**config.mk**
```make
export PLATFORM = sky130hd
export DESIGN_NAME = buf_audio_out
export DESIGN_NICKNAME = d
export VERILOG_FILES = /design/src/rtl/buf_audio_pkg.sv /design/src/rtl/sample_pair_fifo.sv /design/src/rtl/buf_audio_out.sv
export SDC_FILE = /design/constraint.sdc
export NUM_CORES = 1
export LEC_CHECK = 0
export CORE_ASPECT_RATIO = 1.75
export CORE_MARGIN = 3
export CORE_UTILIZATION = 25
export DETAILED_ROUTE_END_ITERATION = 16
export SLEW_MARGIN = 10
export SYNTH_ARGS = -nofsm -noshare
export SYNTH_HDL_FRONTEND = slang
export SYNTH_SLANG_ARGS = --single-unit
```
**constraint.sdc**
```tcl
create_clock -name sys_clk -period 3.65 [get_ports sys_clk]
set_clock_uncertainty 0.2 [all_clocks]
set_input_delay 0.5475 -clock sys_clk [delete_from_list [all_inputs] [get_ports sys_clk]]
set_output_delay 0.5475 -clock sys_clk [all_outputs]
set_load 0.005 [all_outputs]
```
**src/rtl/buf_audio_pkg.sv**
```systemverilog
// Shared types, frame constants and sample width helpers for the I2S transmit path.
package buf_audio_pkg;

  localparam int DEF_I2S_WIDTH   = 24;
  localparam int SLOTS_PER_FRAME = 2 * DEF_I2S_WIDTH;
  localparam int MAX_SAMPLE_W    = 64;

  typedef enum logic {
    LEFT  = 1'b0,
    RIGHT = 1'b1
  } lr_sel_t;

  typedef enum logic [1:0] {
    IDLE  = 2'd0,
    START = 2'd1,
    RUN   = 2'd2
  } tx_state_t;

  // Returns the slot word right-aligned in the low iw bits: zero LSBs when the
  // sample is narrower than the slot, dropped LSBs when it is wider.
  function automatic logic [MAX_SAMPLE_W-1:0] pad_sample(
    input logic [MAX_SAMPLE_W-1:0] s,
    input int                      aw,
    input int                      iw
  );
    if (aw >= iw) return s >> (aw - iw);
    else          return s << (iw - aw);
  endfunction

  // Word select leads the data by one slot.
  function automatic lr_sel_t slot_channel(input int slot, input int iw);
    return (((slot + 1) % (2 * iw)) >= iw) ? RIGHT : LEFT;
  endfunction

endpackage

```
**src/rtl/sample_pair_fifo.sv**
```systemverilog
// Synchronous FIFO of {left,right} sample pairs with registered full/empty flags.
module sample_pair_fifo #(
  parameter int DATA_W = 48,
  parameter int DEPTH  = 4
) (
  input  logic                     i_clk,
  input  logic                     i_rst,
  input  logic                     i_wr_en,
  input  logic [DATA_W-1:0]        i_wr_data,
  input  logic                     i_rd_en,
  output logic [DATA_W-1:0]        o_rd_data,
  output logic                     o_full,
  output logic                     o_empty,
  output logic [$clog2(DEPTH):0]   o_count
);

  localparam int AW = $clog2(DEPTH);

  logic [DATA_W-1:0] r_mem [DEPTH];
  logic [AW-1:0]     r_wr_ptr;
  logic [AW-1:0]     r_rd_ptr;
  logic [AW:0]       r_count;
  logic              r_full;
  logic              r_empty;

  logic              w_wr;
  logic              w_rd;
  logic [AW:0]       w_count_nxt;

  // A write while full is dropped even if a read frees a slot in the same cycle.
  assign w_wr = i_wr_en && !r_full;
  assign w_rd = i_rd_en && !r_empty;

  always_comb begin
    w_count_nxt = r_count;
    if (w_wr && !w_rd)      w_count_nxt = r_count + 1'b1;
    else if (w_rd && !w_wr) w_count_nxt = r_count - 1'b1;
  end

  always_ff @(posedge i_clk) begin
    if (i_rst) begin
      r_wr_ptr <= '0;
      r_rd_ptr <= '0;
      r_count  <= '0;
      r_full   <= 1'b0;
      r_empty  <= 1'b1;
    end else begin
      if (w_wr) r_wr_ptr <= r_wr_ptr + 1'b1;
      if (w_rd) r_rd_ptr <= r_rd_ptr + 1'b1;
      r_count <= w_count_nxt;
      r_full  <= (w_count_nxt == (AW + 1)'(DEPTH));
      r_empty <= (w_count_nxt == '0);
    end
  end

  always_ff @(posedge i_clk) begin
    if (w_wr) r_mem[r_wr_ptr] <= i_wr_data;
  end

  assign o_rd_data = r_mem[r_rd_ptr];
  assign o_full    = r_full;
  assign o_empty   = r_empty;
  assign o_count   = r_count;

endmodule

```
**src/rtl/buf_audio_out.sv**
```systemverilog
// I2S master transmitter: sample-pair FIFO, bclk divider, slot counter and frame shifter.
// Handshake: a pair is taken on a rising edge where sample_valid && buffer_ready; buffer_ready = !buffer_full.
module buf_audio_out
  import buf_audio_pkg::*;
#(
  parameter int I2S_WIDTH    = SLOTS_PER_FRAME / 2,
  parameter int AUDIO_WIDTH  = 24,
  parameter int BUFFER_DEPTH = 4,
  parameter int BCLK_DIV     = 2
) (
  input  logic                   sys_clk,
  input  logic                   sys_rst,
  input  logic                   tx_enable,
  input  logic [AUDIO_WIDTH-1:0] audio_left_in,
  input  logic [AUDIO_WIDTH-1:0] audio_right_in,
  input  logic                   sample_valid,
  output logic                   buffer_ready,
  output logic                   buffer_full,
  output logic                   buffer_empty,
  output logic                   underrun,
  output logic                   i2s_bclk,
  output logic                   i2s_lrclk,
  output logic                   i2s_data,
  output logic [1:0]             o_dbg_state
);

  localparam int SLOTS = 2 * I2S_WIDTH;
  localparam int SW    = $clog2(SLOTS);
  localparam int DW    = (BCLK_DIV > 1) ? $clog2(BCLK_DIV) : 1;
  localparam int CW    = $clog2(BUFFER_DEPTH) + 1;

  tx_state_t                r_state;
  logic [DW-1:0]            r_div_cnt;
  logic [SW-1:0]            r_slot;
  logic [SLOTS-1:0]         r_frame_sr;
  logic                     r_bclk;
  logic                     r_lrclk;
  logic                     r_data;
  logic                     r_underrun;
  logic                     r_stop;

  logic [2*AUDIO_WIDTH-1:0] w_head;
  logic                     w_full;
  logic                     w_empty;
  logic [CW-1:0]            w_count;
  logic                     w_tc;
  logic                     w_fall;
  logic                     w_last_slot;
  logic                     w_stop;
  logic                     w_pop;
  logic                     w_have_pair;
  logic [SLOTS-1:0]         w_load;
  logic [SW-1:0]            w_next_slot;

  sample_pair_fifo #(
    .DATA_W (2 * AUDIO_WIDTH),
    .DEPTH  (BUFFER_DEPTH)
  ) u_fifo (
    .i_clk     (sys_clk),
    .i_rst     (sys_rst),
    .i_wr_en   (sample_valid),
    .i_wr_data ({audio_left_in, audio_right_in}),
    .i_rd_en   (w_pop),
    .o_rd_data (w_head),
    .o_full    (w_full),
    .o_empty   (w_empty),
    .o_count   (w_count)
  );

  assign w_tc        = (r_div_cnt == DW'(BCLK_DIV - 1));
  assign w_fall      = (r_state != IDLE) && w_tc && r_bclk;
  assign w_last_slot = (r_slot == SW'(SLOTS - 1));
  assign w_stop      = r_stop || !tx_enable;
  assign w_pop       = w_fall && w_last_slot && !w_stop;
  assign w_have_pair = (w_count != '0);

  assign w_load = w_have_pair ?
    {I2S_WIDTH'(pad_sample(MAX_SAMPLE_W'(w_head[2*AUDIO_WIDTH-1:AUDIO_WIDTH]), AUDIO_WIDTH, I2S_WIDTH)),
     I2S_WIDTH'(pad_sample(MAX_SAMPLE_W'(w_head[AUDIO_WIDTH-1:0]), AUDIO_WIDTH, I2S_WIDTH))} : '0;

  // START has only the dummy slot before slot 0, so its first fall jumps to the last slot.
  assign w_next_slot = (r_state == START) ? SW'(SLOTS - 1) : r_slot + 1'b1;

  always_ff @(posedge sys_clk) begin
    if (sys_rst) begin
      r_state    <= IDLE;
      r_div_cnt  <= '0;
      r_slot     <= '0;
      r_frame_sr <= '0;
      r_bclk     <= 1'b0;
      r_lrclk    <= 1'b0;
      r_data     <= 1'b0;
      r_underrun <= 1'b0;
      r_stop     <= 1'b0;
    end else begin
      r_underrun <= w_pop && !w_have_pair;
      case (r_state)
        IDLE: begin
          r_div_cnt  <= '0;
          r_slot     <= '0;
          r_frame_sr <= '0;
          r_bclk     <= 1'b0;
          r_lrclk    <= 1'b0;
          r_data     <= 1'b0;
          r_stop     <= 1'b0;
          if (tx_enable) r_state <= START;
        end
        default: begin
          if (!tx_enable) r_stop <= 1'b1;
          if (w_tc) begin
            r_div_cnt <= '0;
            r_bclk    <= ~r_bclk;
          end else begin
            r_div_cnt <= r_div_cnt + 1'b1;
          end
          if (w_fall) begin
            if (w_last_slot && w_stop) begin
              r_state    <= IDLE;
              r_slot     <= '0;
              r_lrclk    <= 1'b0;
              r_data     <= 1'b0;
              r_frame_sr <= '0;
              r_stop     <= 1'b0;
            end else if (w_last_slot) begin
              r_state    <= RUN;
              r_slot     <= '0;
              r_lrclk    <= (slot_channel(0, I2S_WIDTH) == RIGHT);
              r_data     <= w_load[SLOTS-1];
              r_frame_sr <= w_load << 1;
            end else begin
              r_slot     <= w_next_slot;
              r_lrclk    <= (slot_channel(int'(w_next_slot), I2S_WIDTH) == RIGHT);
              r_data     <= r_frame_sr[SLOTS-1];
              r_frame_sr <= r_frame_sr << 1;
            end
          end
        end
      endcase
    end
  end

  assign buffer_ready = !w_full;
  assign buffer_full  = w_full;
  assign buffer_empty = w_empty;
  assign underrun     = r_underrun;
  assign i2s_bclk     = r_bclk;
  assign i2s_lrclk    = r_lrclk;
  assign i2s_data     = r_data;
  assign o_dbg_state  = r_state;

endmodule

```
==> metrics.md <==
| Metric | Value |
|---|---|
| CTS clk-pin slew, worst paths | `~0.070 ns` |
| Resized cells post-CTS | `0` |
| Synthesized Nets | `754` |
| Synthesized area per cell | `14.9 sq um` |
| Core area | `around 0.040 sq mm` |
| Reg area | `0.00721 sq mm` |
| Area Growth Syn to Fin | `20.9%` |
| Maximum VDD drop | `0.252 mV` |
| Compound-Gate Fraction of Synth Area | `7.70%` |
| GRT overflow | `0` |
| Root buffer cell | `clkbuf_16` |
| # hold bufs at CTS | `0` |
| Least-Margin Pin Slew | `roughly 0.75 ns` |
| Leak Pwr | `0.00372 uW` |
| Outcome | `finished clean` |
| Routed WL | `around 21000 microns` |
| DR iter-0 viols | `about 340` |
| Buf+Inv Stages, Crit Path | `0` |
| Leading area contributor after synthesis | `edfxtp_1` |
| Synth Instances | `692` |
| Worst-path fanout max | `9` |
| Number of global-route vias before repair | `about 6000` |
| Dpl hpwl | `12200 microns` |
| Total net switching power | `1270 uW` |
| Seq/Total Area, Yosys | `69.9%` |
| Initial core utilization | `25.5%` |
| Via count | `5731` |
| DRC | `0` |
| Tmin final | `3.23 ns` |
| Req. time, crit path | `3.84 ns` |
| Max Cap Viol | `0` |
| Hold Path Class | `reg -> reg` |
| Fin crit share | `88.5%` |
| Ant diodes | `0` |
| Tot GR Track Use | `9.62%` |
| Async SR Flop Fraction | `0%` |
| RSZ-0062 raised after global routing | `false` |
| H-Tree Depth | `1` |
| Seq cells post-synth | `~260` |
| Fillers | `between 3000 and 4000` |
| Post-synth cell types | `42` |
| Top-count cell post-synth | `edfxtp_1` |
| CP max stage cell | `or4b_1` |
| Family with the most delay on the worst path | `simple AND/OR/NAND/NOR gates` |
| Largest family of logic cells by synthesized area | `multiplexers` |
| FMAX | `310 MHz` |
| CP Capture Type | `flip-flop` |
| Die Span X | `160 microns` |
| Clk sinks | `264` |
| Routability cong. | `0.725` |
| Share of power burned in registers | `53.9%` |
| Clock latency on the worst-skew pair | `0.52 ns` |
| First-pass GRT wire length | `33700 microns` |
| Power Dens Cells | `500 mW/mm^2` |
| Post-synth EDFFs | `192` |
| Combinational power share | `4.7%` |
| Initial antenna violation count | `3` |
| Placed Instance Area | `about 0.012 sq mm` |
| Final cell count without fillers | `approximately 1300` |
| Setup TNS | `0 ns` |
| Clk buf depth | `3` |
| Area of the multi-input gates | `0.00292 sq mm` |
| Fin. max-slew vios | `0` |
| Post-Synth Adder-Cell Area | `1.21%` |
| DIE AREA | `about 0.044 sq mm` |
| Switching share of power | `20.4%` |
| Mux contribution to synthesized area | `around a tenth` |
| Crit Path Class | `reg -> reg` |
| Final Hold Viols | `0` |
| Cts bufs inserted | `24` |
| Post-Synth Simple-Gate Area | `7.46%` |
| Xor/xnor share of the synthesized area | `1.02%` |
| Drt pass-1 iters | `4` |
| # placed instances | `1264` |
| Commonest cells post-synth | `edfxtp_1, nor2_1, dfxtp_1, a21oi_1, a22oi_1` |
| Largest net degree at the start of global routing | `61` |
| CP arrival | `3.42 ns` |
| Port Buffers | `60` |
| I/O Pins | `61` |
| Post-synth top area share | `55.9%` |
| Post-route ant nets | `0` |
| Row cnt | `97` |
| CTS tree | `yes` |
| Final setup fails | `0` |
| Crit path largest cell delay | `between 0.5 and 0.6 ns` |
| Design area | `around 0.012 sq mm` |
| Wire length per cell | `16.1 microns` |
| Die height | `approximately 270 microns` |
| Relative slew slack | `50.1%` |
| Part of the power in the clock network | `between 40% and 50%` |
| Synth warn | `0` |
| Layout cells sized above 1 | `15.2%` |
| Drt via density | `4.38` |
| Synth Cell Area | `0.0103 sq mm` |
| Post-CTS setup buffer count | `0` |
| Critical path cell sequence | `nor2b_1, o21ai_0, or3_1, a31o_2, nor2_1, ha_1, nand2_1, o21a_1, a2111oi_0, or4b_1` |
| Internal Power | `4960 uW` |
| Commonest register cell after synthesis | `edfxtp_1` |
| Largest cells by area after synthesis | `edfxtp_1, dfxtp_1, mux4_2, nor2_1, a22oi_1` |
| Nets@finish | `808` |
| CP Launch Type | `flip-flop` |
## power by group through the flow
stage / sequential [uW] / combinational, uW / clock [uW]
2_1_floorplan: 3420 / 145 / 0
3_5_place_dp: 3430 / 304 / 0
6_report: 3360 / 295 / 2570
5_1_grt: 3370 / 326 / 2770
4_1_cts: 3360 / 305 / 2650
3_3_place_gp: 3420 / 302 / 0
## layer usage
layer,global-route usage [%],up-vias,part of all wire (%)
li1,-,2725,-
met1,10.2,2883,38
met2,18.9,95,56
met3,1.81,24,4.1
met4,3.18,4,2.0
met5,0,-,0.11
## kinds of logic (layout without fill, tap and decap cells)
| group | count (synthesis) | count (layout) |
|---|---|---|
| AND/OR/NAND/NOR | 174 | 174 |
| multiplexers | 50 | 50 |
| XOR/XNOR | 12 | 12 |
| flip-flops | 264 | 264 |
| buffers and inverters | 54 | 126 |
| adder cells (fa/ha/maj) | 10 | 10 |
| AO/OA/AOI/OAI | 128 | 128 |
## final cells by class
class / count / share of cell area [%]
timing repair buffer: 73 / 6.40
tap: 544 / 5.46
clock buffer: 33 / 5.59
sequential: 264 / 57.9
inverter: 9 / 0.271
multi-input combinational: 374 / 23.4
clock inverter: 11 / 0.974
## sequential cells by signal, summed over array words and instances, names as in the netlist, 2 cells and up, named ones only
register and cells:
r_slot 6, u_fifo.o_count 3, u_fifo.r_mem 192, r_frame_sr 47
u_fifo.r_wr_ptr 2, o_dbg_state 2, u_fifo.r_rd_ptr 2
## cells in the final DEF (no fill, tap or decap), drive strengths merged, types with 2 or more instances in the layout
cell	n
a21oi	60
a22oi	49
a31oi	3
and2	5
buf	13
bufinv	2
clkbuf	33
clkdlybuf4s50	60
clkinv	6
clkinvlp	2
dfxtp	72
edfxtp	192
ha	10
inv	10
mux2i	2
mux4	48
nand2	15
nand2b	2
nand3	5
nand4	5
nor2	122
nor2b	5
nor3	5
nor4	2
o21a	2
o21ai	6
or2	2
or3	2
or4b	2
xnor2	10
xor2	2
## path summary, 6_finish.rpt
kind / slack [ns] / end / cells past startpoint / start
max: 0.42 / i2s_lrclk / 10 / o_dbg_state[0]
min: 0.25 / r_div_cnt / 1 / r_div_cnt
max reg2reg: 0.42 / i2s_lrclk / 10 / o_dbg_state[0]
min reg2reg: 0.25 / r_div_cnt / 1 / r_div_cnt
## stage by stage
stage	hold WS, ns	setup slack, ns	utilization [%]	total power, uW
detailed placement	0.244	0.461	28.8	3730
CTS	0.260	0.426	30.8	6320
global placement	0.234	0.532	28.8	3720
floorplan	0.226	0.702	-	3570
global route	0.279	0.208	30.8	6470
finish	0.254	0.420	30.8	6230
## worst reg2reg max path, cell delays in order (launching register included)
cell,delay [ns]
dfxtp_1,0.38
nor2b_1,0.51
o21ai_0,0.30
or3_1,0.39
a31o_2,0.23
nor2_1,0.10
ha_1,0.23
nand2_1,0.07
o21a_1,0.11
a2111oi_0,0.05
or4b_1,0.54
Note: power is estimated with default switching activity, not from simulation.
